File: config.mk
export PLATFORM = sky130hd
export DESIGN_NAME = alu_mc_flat
export DESIGN_NICKNAME = d
export VERILOG_FILES = /design/src/rtl/alu_mc_if.sv /design/src/rtl/alu_mc.sv /design/src/flat_wrapper.sv
export SDC_FILE = /design/constraint.sdc
export NUM_CORES = 1
export LEC_CHECK = 0
export ABC_CLOCK_PERIOD_IN_PS = 3070
export BUFFER_PORTS_ARGS = -buffer_cell sky130_fd_sc_hd__buf_4
export CAP_MARGIN = 25
export CORE_UTILIZATION = 57
export CTS_BUF_LIST = sky130_fd_sc_hd__clkbuf_8
export DETAILED_ROUTE_END_ITERATION = 10
export PLACE_DENSITY = 0.78
export SYNTH_ARGS = -nofsm -noshare
export SYNTH_HDL_FRONTEND = slang
export SYNTH_SLANG_ARGS = --single-unit
File: constraint.sdc
create_clock -name clk -period 3.07 [get_ports clk]
set_input_delay 0.1535 -clock clk [delete_from_list [all_inputs] [get_ports clk]]
set_output_delay 0.1535 -clock clk [all_outputs]
set_load 0.02 [all_outputs]
File: src/rtl/alu_mc_if.sv
`default_nettype none
// ============================================================================
// Module   : alu_mc_if
// Purpose  : Request/response bundle between an ALU client and alu_mc.
//            The request side is a valid/ready pair carrying opcode, operands
//            and carry-in. The response side is a valid/ready pair carrying
//            the low/high result words and the carry, auxiliary-carry and
//            overflow flags.
// Modports : master - client side (drives request, consumes result)
//            slave  - ALU side    (consumes request, drives result)
// Revision : 1.0 - initial release
// ============================================================================
interface alu_mc_if #(
  parameter int WIDTH = 8
);
  logic             in_valid;
  logic             in_ready;
  logic [3:0]       op;
  logic [WIDTH-1:0] a;
  logic [WIDTH-1:0] b;
  logic             cy_i;
  logic             out_valid;
  logic             out_ready;
  logic [WIDTH-1:0] res_lo;
  logic [WIDTH-1:0] res_hi;
  logic             cy_o;
  logic             ac_o;
  logic             ov_o;

  modport master (
    output in_valid, op, a, b, cy_i, out_ready,
    input  in_ready, out_valid, res_lo, res_hi, cy_o, ac_o, ov_o
  );

  modport slave (
    input  in_valid, op, a, b, cy_i, out_ready,
    output in_ready, out_valid, res_lo, res_hi, cy_o, ac_o, ov_o
  );
endinterface
`default_nettype wire

File: src/rtl/alu_mc.sv
`default_nettype none
// ============================================================================
// Module   : alu_mc
// Purpose  : Multi-cycle ALU. Single-cycle ops (add/sub/logic/shift/rotate)
//            complete with latency 1; MUL is a shift-add multiplier and DIV a
//            restoring divider, each retiring one bit per cycle (latency
//            WIDTH+1). Results are held until the consumer takes them.
// Ports    : clk   - rising-edge clock
//            rst_n - asynchronous active-low reset
//            bus   - alu_mc_if.slave (in_valid/in_ready/op/a/b/cy_i,
//                    out_valid/out_ready/res_lo/res_hi/cy_o/ac_o/ov_o)
// Config   : ALU_MC_DIV_EN - when defined, op 12 (DIV) and the iterative
//            divider are built; otherwise op 12 is treated as illegal.
// Revision : 1.0 - initial release
// ============================================================================
module alu_mc #(
  parameter int WIDTH = 8
) (
  input  logic    clk,
  input  logic    rst_n,
  alu_mc_if.slave bus
);
  localparam int         MSB    = WIDTH - 1;
  localparam int         CW     = $clog2(WIDTH) + 1;
  localparam logic [3:0] OP_MUL = 4'd11;
`ifdef ALU_MC_DIV_EN
  localparam logic [3:0] OP_DIV = 4'd12;

  typedef enum logic [1:0] {S_IDLE = 2'd0, S_MUL = 2'd1, S_DIV = 2'd2, S_DONE = 2'd3} state_t;
`else
  typedef enum logic [1:0] {S_IDLE = 2'd0, S_MUL = 2'd1, S_DONE = 2'd3} state_t;
`endif

  state_t           state;
  logic [CW-1:0]    cnt;
  // Shared iteration registers: acc_hi = partial product / remainder,
  // acc_lo = multiplier / dividend-quotient, opnd = multiplicand / divisor.
  logic [WIDTH-1:0] acc_hi, acc_lo, opnd;
  logic [WIDTH-1:0] res_lo_q, res_hi_q;
  logic             cy_q, ac_q, ov_q;

  assign bus.in_ready  = (state == S_IDLE);
  assign bus.out_valid = (state == S_DONE);
  assign bus.res_lo    = res_lo_q;
  assign bus.res_hi    = res_hi_q;
  assign bus.cy_o      = cy_q;
  assign bus.ac_o      = ac_q;
  assign bus.ov_o      = ov_q;

  // ---------------- single-cycle result, computed from live inputs ----------
  logic [WIDTH:0]   add_full, sub_full;
  logic [4:0]       add_nib, sub_nib;
  logic [WIDTH-1:0] one_lo, one_hi;
  logic             one_cy, one_ac, one_ov;

  always_comb begin
    add_full = {1'b0, bus.a} + {1'b0, bus.b} + {{WIDTH{1'b0}}, bus.cy_i};
    sub_full = {1'b0, bus.a} - {1'b0, bus.b} - {{WIDTH{1'b0}}, bus.cy_i};
    add_nib  = {1'b0, bus.a[3:0]} + {1'b0, bus.b[3:0]} + {4'b0, bus.cy_i};
    sub_nib  = {1'b0, bus.a[3:0]} - {1'b0, bus.b[3:0]} - {4'b0, bus.cy_i};
    one_lo   = '0;
    one_hi   = '0;
    one_cy   = 1'b0;
    one_ac   = 1'b0;
    one_ov   = 1'b0;
    case (bus.op)
      4'd0: begin
        one_lo = add_full[MSB:0];
        one_cy = add_full[WIDTH];
        one_ac = add_nib[4];
        one_ov = (bus.a[MSB] == bus.b[MSB]) && (add_full[MSB] != bus.a[MSB]);
      end
      4'd1: begin
        // Bit WIDTH / bit 4 of the widened difference is the borrow.
        one_lo = sub_full[MSB:0];
        one_cy = sub_full[WIDTH];
        one_ac = sub_nib[4];
        one_ov = (bus.a[MSB] != bus.b[MSB]) && (sub_full[MSB] != bus.a[MSB]);
      end
      4'd2:  begin one_lo = bus.a & bus.b; one_cy = bus.cy_i; end
      4'd3:  begin one_lo = bus.a | bus.b; one_cy = bus.cy_i; end
      4'd4:  begin one_lo = ~bus.a;        one_cy = bus.cy_i; end
      4'd5:  begin one_lo = bus.a ^ bus.b; one_cy = bus.cy_i; end
      4'd6:  begin one_lo = {1'b0, bus.a[MSB:1]};       one_cy = bus.a[0];   end
      4'd7:  begin one_lo = {bus.a[0], bus.a[MSB:1]};   one_cy = bus.a[0];   end
      4'd8:  begin one_lo = {bus.a[MSB], bus.a[MSB:1]}; one_cy = bus.a[0];   end
      4'd9:  begin one_lo = {bus.a[MSB-1:0], 1'b0};     one_cy = bus.a[MSB]; end
      4'd10: begin one_lo = {bus.a[MSB-1:0], bus.a[MSB]}; one_cy = bus.a[MSB]; end
`ifdef ALU_MC_DIV_EN
      // Only reached as a single-cycle result when b == 0.
      OP_DIV: begin one_lo = '1; one_hi = bus.a; one_ov = 1'b1; end
`endif
      default: one_ov = 1'b1;
    endcase
  end

  // ---------------- one iteration of the shift-add multiplier ---------------
  logic [WIDTH:0]   mul_sum;
  logic [WIDTH-1:0] mul_hi_nx, mul_lo_nx;

  always_comb begin
    mul_sum   = {1'b0, acc_hi} + (acc_lo[0] ? {1'b0, opnd} : '0);
    mul_hi_nx = mul_sum[WIDTH:1];
    mul_lo_nx = {mul_sum[0], acc_lo[MSB:1]};
  end

`ifdef ALU_MC_DIV_EN
  // ---------------- one iteration of the restoring divider ------------------
  // Shifted remainder is < 2*divisor, so bit WIDTH of the trial difference is
  // set exactly when the subtraction would go negative.
  logic [WIDTH:0]   div_try;
  logic [WIDTH-1:0] div_rem_nx, div_q_nx;

  always_comb begin
    div_try = {acc_hi, acc_lo[MSB]} - {1'b0, opnd};
    if (!div_try[WIDTH]) begin
      div_rem_nx = div_try[MSB:0];
      div_q_nx   = {acc_lo[MSB-1:0], 1'b1};
    end else begin
      div_rem_nx = {acc_hi[MSB-1:0], acc_lo[MSB]};
      div_q_nx   = {acc_lo[MSB-1:0], 1'b0};
    end
  end
`endif

  // ---------------- control FSM and registered outputs ---------------------
  always_ff @(posedge clk or negedge rst_n) begin
    if (!rst_n) begin
      state    <= S_IDLE;
      cnt      <= '0;
      acc_hi   <= '0;
      acc_lo   <= '0;
      opnd     <= '0;
      res_lo_q <= '0;
      res_hi_q <= '0;
      cy_q     <= 1'b0;
      ac_q     <= 1'b0;
      ov_q     <= 1'b0;
    end else begin
      case (state)
        S_IDLE: begin
          if (bus.in_valid) begin
            cnt <= '0;
            if (bus.op == OP_MUL) begin
              acc_hi <= '0;
              acc_lo <= bus.b;
              opnd   <= bus.a;
              state  <= S_MUL;
            end
`ifdef ALU_MC_DIV_EN
            else if (bus.op == OP_DIV && bus.b != '0) begin
              acc_hi <= '0;
              acc_lo <= bus.a;
              opnd   <= bus.b;
              state  <= S_DIV;
            end
`endif
            else begin
              res_lo_q <= one_lo;
              res_hi_q <= one_hi;
              cy_q     <= one_cy;
              ac_q     <= one_ac;
              ov_q     <= one_ov;
              state    <= S_DONE;
            end
          end
        end
        S_MUL: begin
          acc_hi <= mul_hi_nx;
          acc_lo <= mul_lo_nx;
          cnt    <= cnt + CW'(1);
          if (cnt == CW'(MSB)) begin
            res_lo_q <= mul_lo_nx;
            res_hi_q <= mul_hi_nx;
            cy_q     <= 1'b0;
            ac_q     <= 1'b0;
            ov_q     <= (mul_hi_nx != '0);
            state    <= S_DONE;
          end
        end
`ifdef ALU_MC_DIV_EN
        S_DIV: begin
          acc_hi <= div_rem_nx;
          acc_lo <= div_q_nx;
          cnt    <= cnt + CW'(1);
          if (cnt == CW'(MSB)) begin
            res_lo_q <= div_q_nx;
            res_hi_q <= div_rem_nx;
            cy_q     <= 1'b0;
            ac_q     <= 1'b0;
            ov_q     <= 1'b0;
            state    <= S_DONE;
          end
        end
`endif
        S_DONE: begin
          if (bus.out_ready) state <= S_IDLE;
        end
        default: state <= S_IDLE;
      endcase
    end
  end
endmodule
`default_nettype wire

File: src/flat_wrapper.sv
// flat-port wrapper written by rule: the top's interface ports become plain ports
module alu_mc_flat 
#(
  parameter int WIDTH = 8
)
  (clk, rst_n, bus_in_valid, bus_op, bus_a, bus_b, bus_cy_i, bus_out_ready, bus_in_ready, bus_out_valid, bus_res_lo, bus_res_hi, bus_cy_o, bus_ac_o, bus_ov_o);
  alu_mc_if #(.WIDTH(WIDTH)) bus_i ();
  input  logic clk;
  input  logic rst_n;
  input wire logic [$bits(bus_i.in_valid)-1:0] bus_in_valid;
  input wire logic [$bits(bus_i.op)-1:0] bus_op;
  input wire logic [$bits(bus_i.a)-1:0] bus_a;
  input wire logic [$bits(bus_i.b)-1:0] bus_b;
  input wire logic [$bits(bus_i.cy_i)-1:0] bus_cy_i;
  input wire logic [$bits(bus_i.out_ready)-1:0] bus_out_ready;
  output wire logic [$bits(bus_i.in_ready)-1:0] bus_in_ready;
  output wire logic [$bits(bus_i.out_valid)-1:0] bus_out_valid;
  output wire logic [$bits(bus_i.res_lo)-1:0] bus_res_lo;
  output wire logic [$bits(bus_i.res_hi)-1:0] bus_res_hi;
  output wire logic [$bits(bus_i.cy_o)-1:0] bus_cy_o;
  output wire logic [$bits(bus_i.ac_o)-1:0] bus_ac_o;
  output wire logic [$bits(bus_i.ov_o)-1:0] bus_ov_o;
  assign bus_i.in_valid = bus_in_valid;
  assign bus_i.op = bus_op;
  assign bus_i.a = bus_a;
  assign bus_i.b = bus_b;
  assign bus_i.cy_i = bus_cy_i;
  assign bus_i.out_ready = bus_out_ready;
  assign bus_in_ready = bus_i.in_ready;
  assign bus_out_valid = bus_i.out_valid;
  assign bus_res_lo = bus_i.res_lo;
  assign bus_res_hi = bus_i.res_hi;
  assign bus_cy_o = bus_i.cy_o;
  assign bus_ac_o = bus_i.ac_o;
  assign bus_ov_o = bus_i.ov_o;
  alu_mc #(.WIDTH(WIDTH)) u_core (.clk(clk), .rst_n(rst_n), .bus(bus_i));
endmodule
==> qor.csv <==
metric,value,unit
status,finished clean,
rows,31,
globalplace.congestion,0.970,
cts_made_buffers,5,
grt_setup_unrepaired,false,
powerDensity,648,mW/mm²
ir_worst_vdd,0.398,mV
hold_violations,0,
antenna_found_initial,0,
setup_viol,0,
power.internal,1.72,mW
tightest_slew,803,ps
max_slew_margin,46.4,%
p_clk_share,13.3,%
leakagePower,2.24,nW
period_share,88.0,%
synthArstFlopShare,100,%
crit_chain,and2_1 > ha_1 > fa_1 > a211oi_2 > nor2_1 > mux2i_1 > o311ai_0 > o311ai_1 > o31ai_2,
ys_seq_area_share,28.0,%
setup_tns,0,ps
io_pins,46,
slowest_delay,460,ps
core-area,0.00733,mm²
grt_max_degree,50,
synth_ff_type,dfrtp_1,
first_global_vias,3750,
cap_violations,0,
clk_path_buf_depth,2,
io_buffers,45,
timing.final.crit_period,2700,ps
syn2layout_area_growth,10.9,%
post_dp_cell_area,0.00475,mm²
root_buffer,clkbuf_8,
drt_first_pass_iters,5,
fp.dieH,89.6,µm
antenna_cells,0,
sequentialPowerShare,34.3,%
cts.sinks,49,
fin_area,0.00485,mm²
clk-insertion-delay-late,320,ps
setup_ws,367,ps
p_comb_share,52.4,%
place_ws,427,ps
die_area,0.00804,mm²
switching_share,45.2,%
slew_violations,0,
drive_above_1_share,15.6,%
vias_per_cell,6.34,
power.switching,1.42,mW
wl_per_cell,19.4,µm
nets,607,
path_buf_inv,0,
place_hpwl,8930,µm
grt_pass1_wl,19700,µm
yosys_warnings,0,
num_vias,4043,
clock_skew,10.4,ps
routed_wl,12400,µm
synth.distinct_cells,72,
criticalPathCategory,flip-flop to flip-flop,
critPathLaunchType,flip-flop,
end_kind,flip-flop,
synthesis.instances,506,
start_util,59.7,%
ys_seq_elements,49,
drc_errors,0,
slowest_stage,dfrtp_1,
synth-edff-count,0,
arrival,2900,ps
cts.reportedPaths.clkPinSlew,100,ps
drtIter0Drc,310,
h-tree-depth,2,
fmax,0.370,GHz
drtAntennaViolNets,0,
synth_fp_nets,575,
avgSynthCellArea,8.65,µm²
cts_tree,built,
syn_area,0.00438,mm²
overflow,0,
placedCellCount,629,
die_w,89.6,µm
min_path_type,primary input to flip-flop,
stdcell_count,638,
crit_required,3260,ps
path_delay_family,compound AO/OA/AOI/OAI gates,
critPathMaxFanout,9,
grt_usage,33.0,%
==> cells in the mapped netlist (6+ instances only) <==
library cell	count	area, µm²
a22o_1	10	87.6
nand3_1	8	40.0
o22ai_1	7	43.8
inv_1	34	128
o21ai_0	46	230
mux2_2	8	90.1
ha_1	39	488
nand2_1	46	173
clkbuf_1	11	41.3
and2_1	10	62.6
nor2b_1	8	50.1
a21oi_1	26	130
xor2_1	8	70.1
a31oi_1	7	43.8
nor2_1	33	124
mux2i_1	16	160
dfrtp_1	49	1230
xnor2_1	6	52.6
buf_2	14	70.1
nor3_1	9	45.0
==> path summary, 6_finish.rpt <==
path | start | cells past startpoint | slack (ps) | to
setup reg to reg | u_core.acc_lo[0]$_DFFE_PN0P_ | 9 | 370 | u_core.bus.ov_o$_DFFE_PN0P_
hold reg to reg | u_core.bus.res_hi[5]$_DFFE_PN0P_ | 2 | 490 | u_core.bus.res_hi[5]$_DFFE_PN0P_
hold / removal | bus_out_ready | 2 | 30 | u_core.state[0]$_DFFE_PN0P_
setup / recovery | u_core.acc_lo[0]$_DFFE_PN0P_ | 9 | 370 | u_core.bus.ov_o$_DFFE_PN0P_
min in group asynchronous | rst_n | 2 | 380 | u_core.bus.cy_o$_DFFE_PN0P_
max in group asynchronous | rst_n | 2 | 2250 | u_core.opnd[0]$_DFFE_PN0P_
==> final cells by class <==
cell class              count  area (µm²)
flip-flops and latches     49        1230
clock inverters             3        21.3
repair buffers             53         400
fillers                   624        2480
inverters                  35         131
clock buffers               5        68.8
multi-input cells         394        2880
well taps                  99         124
==> cell usage in the layout, fill, tap and decap left out, types with 3 or more instances in the layout <==
master	synthesis	final
buf_4	2	52
dfrtp_1	49	49
nand2_1	46	46
o21ai_0	46	46
ha_1	39	39
inv_1	34	34
nor2_1	33	33
a21oi_1	26	26
mux2i_1	16	16
and2_1	10	10
a22o_1	10	10
nor3_1	9	9
nor2b_1	8	8
nand3_1	8	8
xor2_1	8	8
mux2_2	8	8
a31oi_1	7	7
o22ai_1	7	7
xnor2_1	6	6
nand2b_1	5	5
or3_1	5	5
o21bai_1	5	5
o21a_1	5	5
o2bb2ai_1	5	5
o31ai_1	5	5
fa_1	5	5
clkbuf_8	0	5
nand3b_1	4	4
a21o_1	4	4
o21ai_1	4	4
o221ai_1	4	4
a221oi_1	3	3
a211oi_1	3	3
o211ai_1	3	3
a2bb2oi_1	3	3
==> logic make-up after synthesis <==
group	after synthesis	share of synthesized area, %
flip-flops	49	28.0
buffers and inverters	63	6.14
XOR/XNOR	14	2.80
adder cells (fa/ha/maj)	44	13.4
multiplexers	24	5.72
AND/OR/NAND/NOR	147	17.8
AO/OA/AOI/OAI	165	26.1
==> registers in the layout, indices dropped and copies added, names as in the netlist <==
| register | flops |
|---|---|
| u_core.bus.cy_o | 1 |
| u_core.opnd | 8 |
| u_core.bus.res_lo | 8 |
| u_core.acc_hi | 8 |
| u_core.bus.res_hi | 8 |
| u_core.state | 2 |
| u_core.bus.ov_o | 1 |
| u_core.cnt | 4 |
| u_core.bus.ac_o | 1 |
| u_core.acc_lo | 8 |
==> through the flow <==
| step | util (%) | hold slack, ps | power, mW |
|---|---|---|---|
| after floorplan | - | -142 | 2.15 |
| after global placement | 64.9 | 213 | 2.67 |
| after detailed placement | 64.9 | 226 | 2.71 |
| after CTS | 66.2 | 21.5 | 3.14 |
| after global routing | 66.2 | 26.9 | 3.37 |
| final | 66.2 | 25.4 | 3.15 |
==> power groups by stage <==
stage | clock network [mW] | logic, mW | registers, mW
3_5_place_dp | 0 | 1.62 | 1.09
2_1_floorplan | 0 | 1.01 | 1.14
5_1_grt | 0.448 | 1.81 | 1.11
6_report | 0.419 | 1.65 | 1.08
4_1_cts | 0.427 | 1.64 | 1.08
3_3_place_gp | 0 | 1.59 | 1.08
==> what timing repair did <==
item                      in CTS  in global routing
hold endpoints to repair      49                  0
resized for setup              0                  0
hold buffers                   1                  0
setup buffers                  0                  0
==> layer usage <==
| metal | vias up | track usage [%] | wire (µm) |
|---|---|---|---|
| met3 | 26 | 5.58 | 958 |
| li1 | 1903 | - | - |
| met1 | 1921 | 47.0 | 5600 |
| met5 | - | 0 | 0 |
| met4 | 0 | 11.7 | 340 |
| met2 | 193 | 50.5 | 5460 |
==> worst reg2reg max path, delay by kind of cell (launching register included) <==
family / cells / cell delay (ps)
adders and majority gates: 2 / 630
DFF: 1 / 460
AOI/OAI and AO/OA: 4 / 1040
and+or+nand+nor: 2 / 290
muxes: 1 / 160
Note: power is estimated with default switching activity, not from simulation.
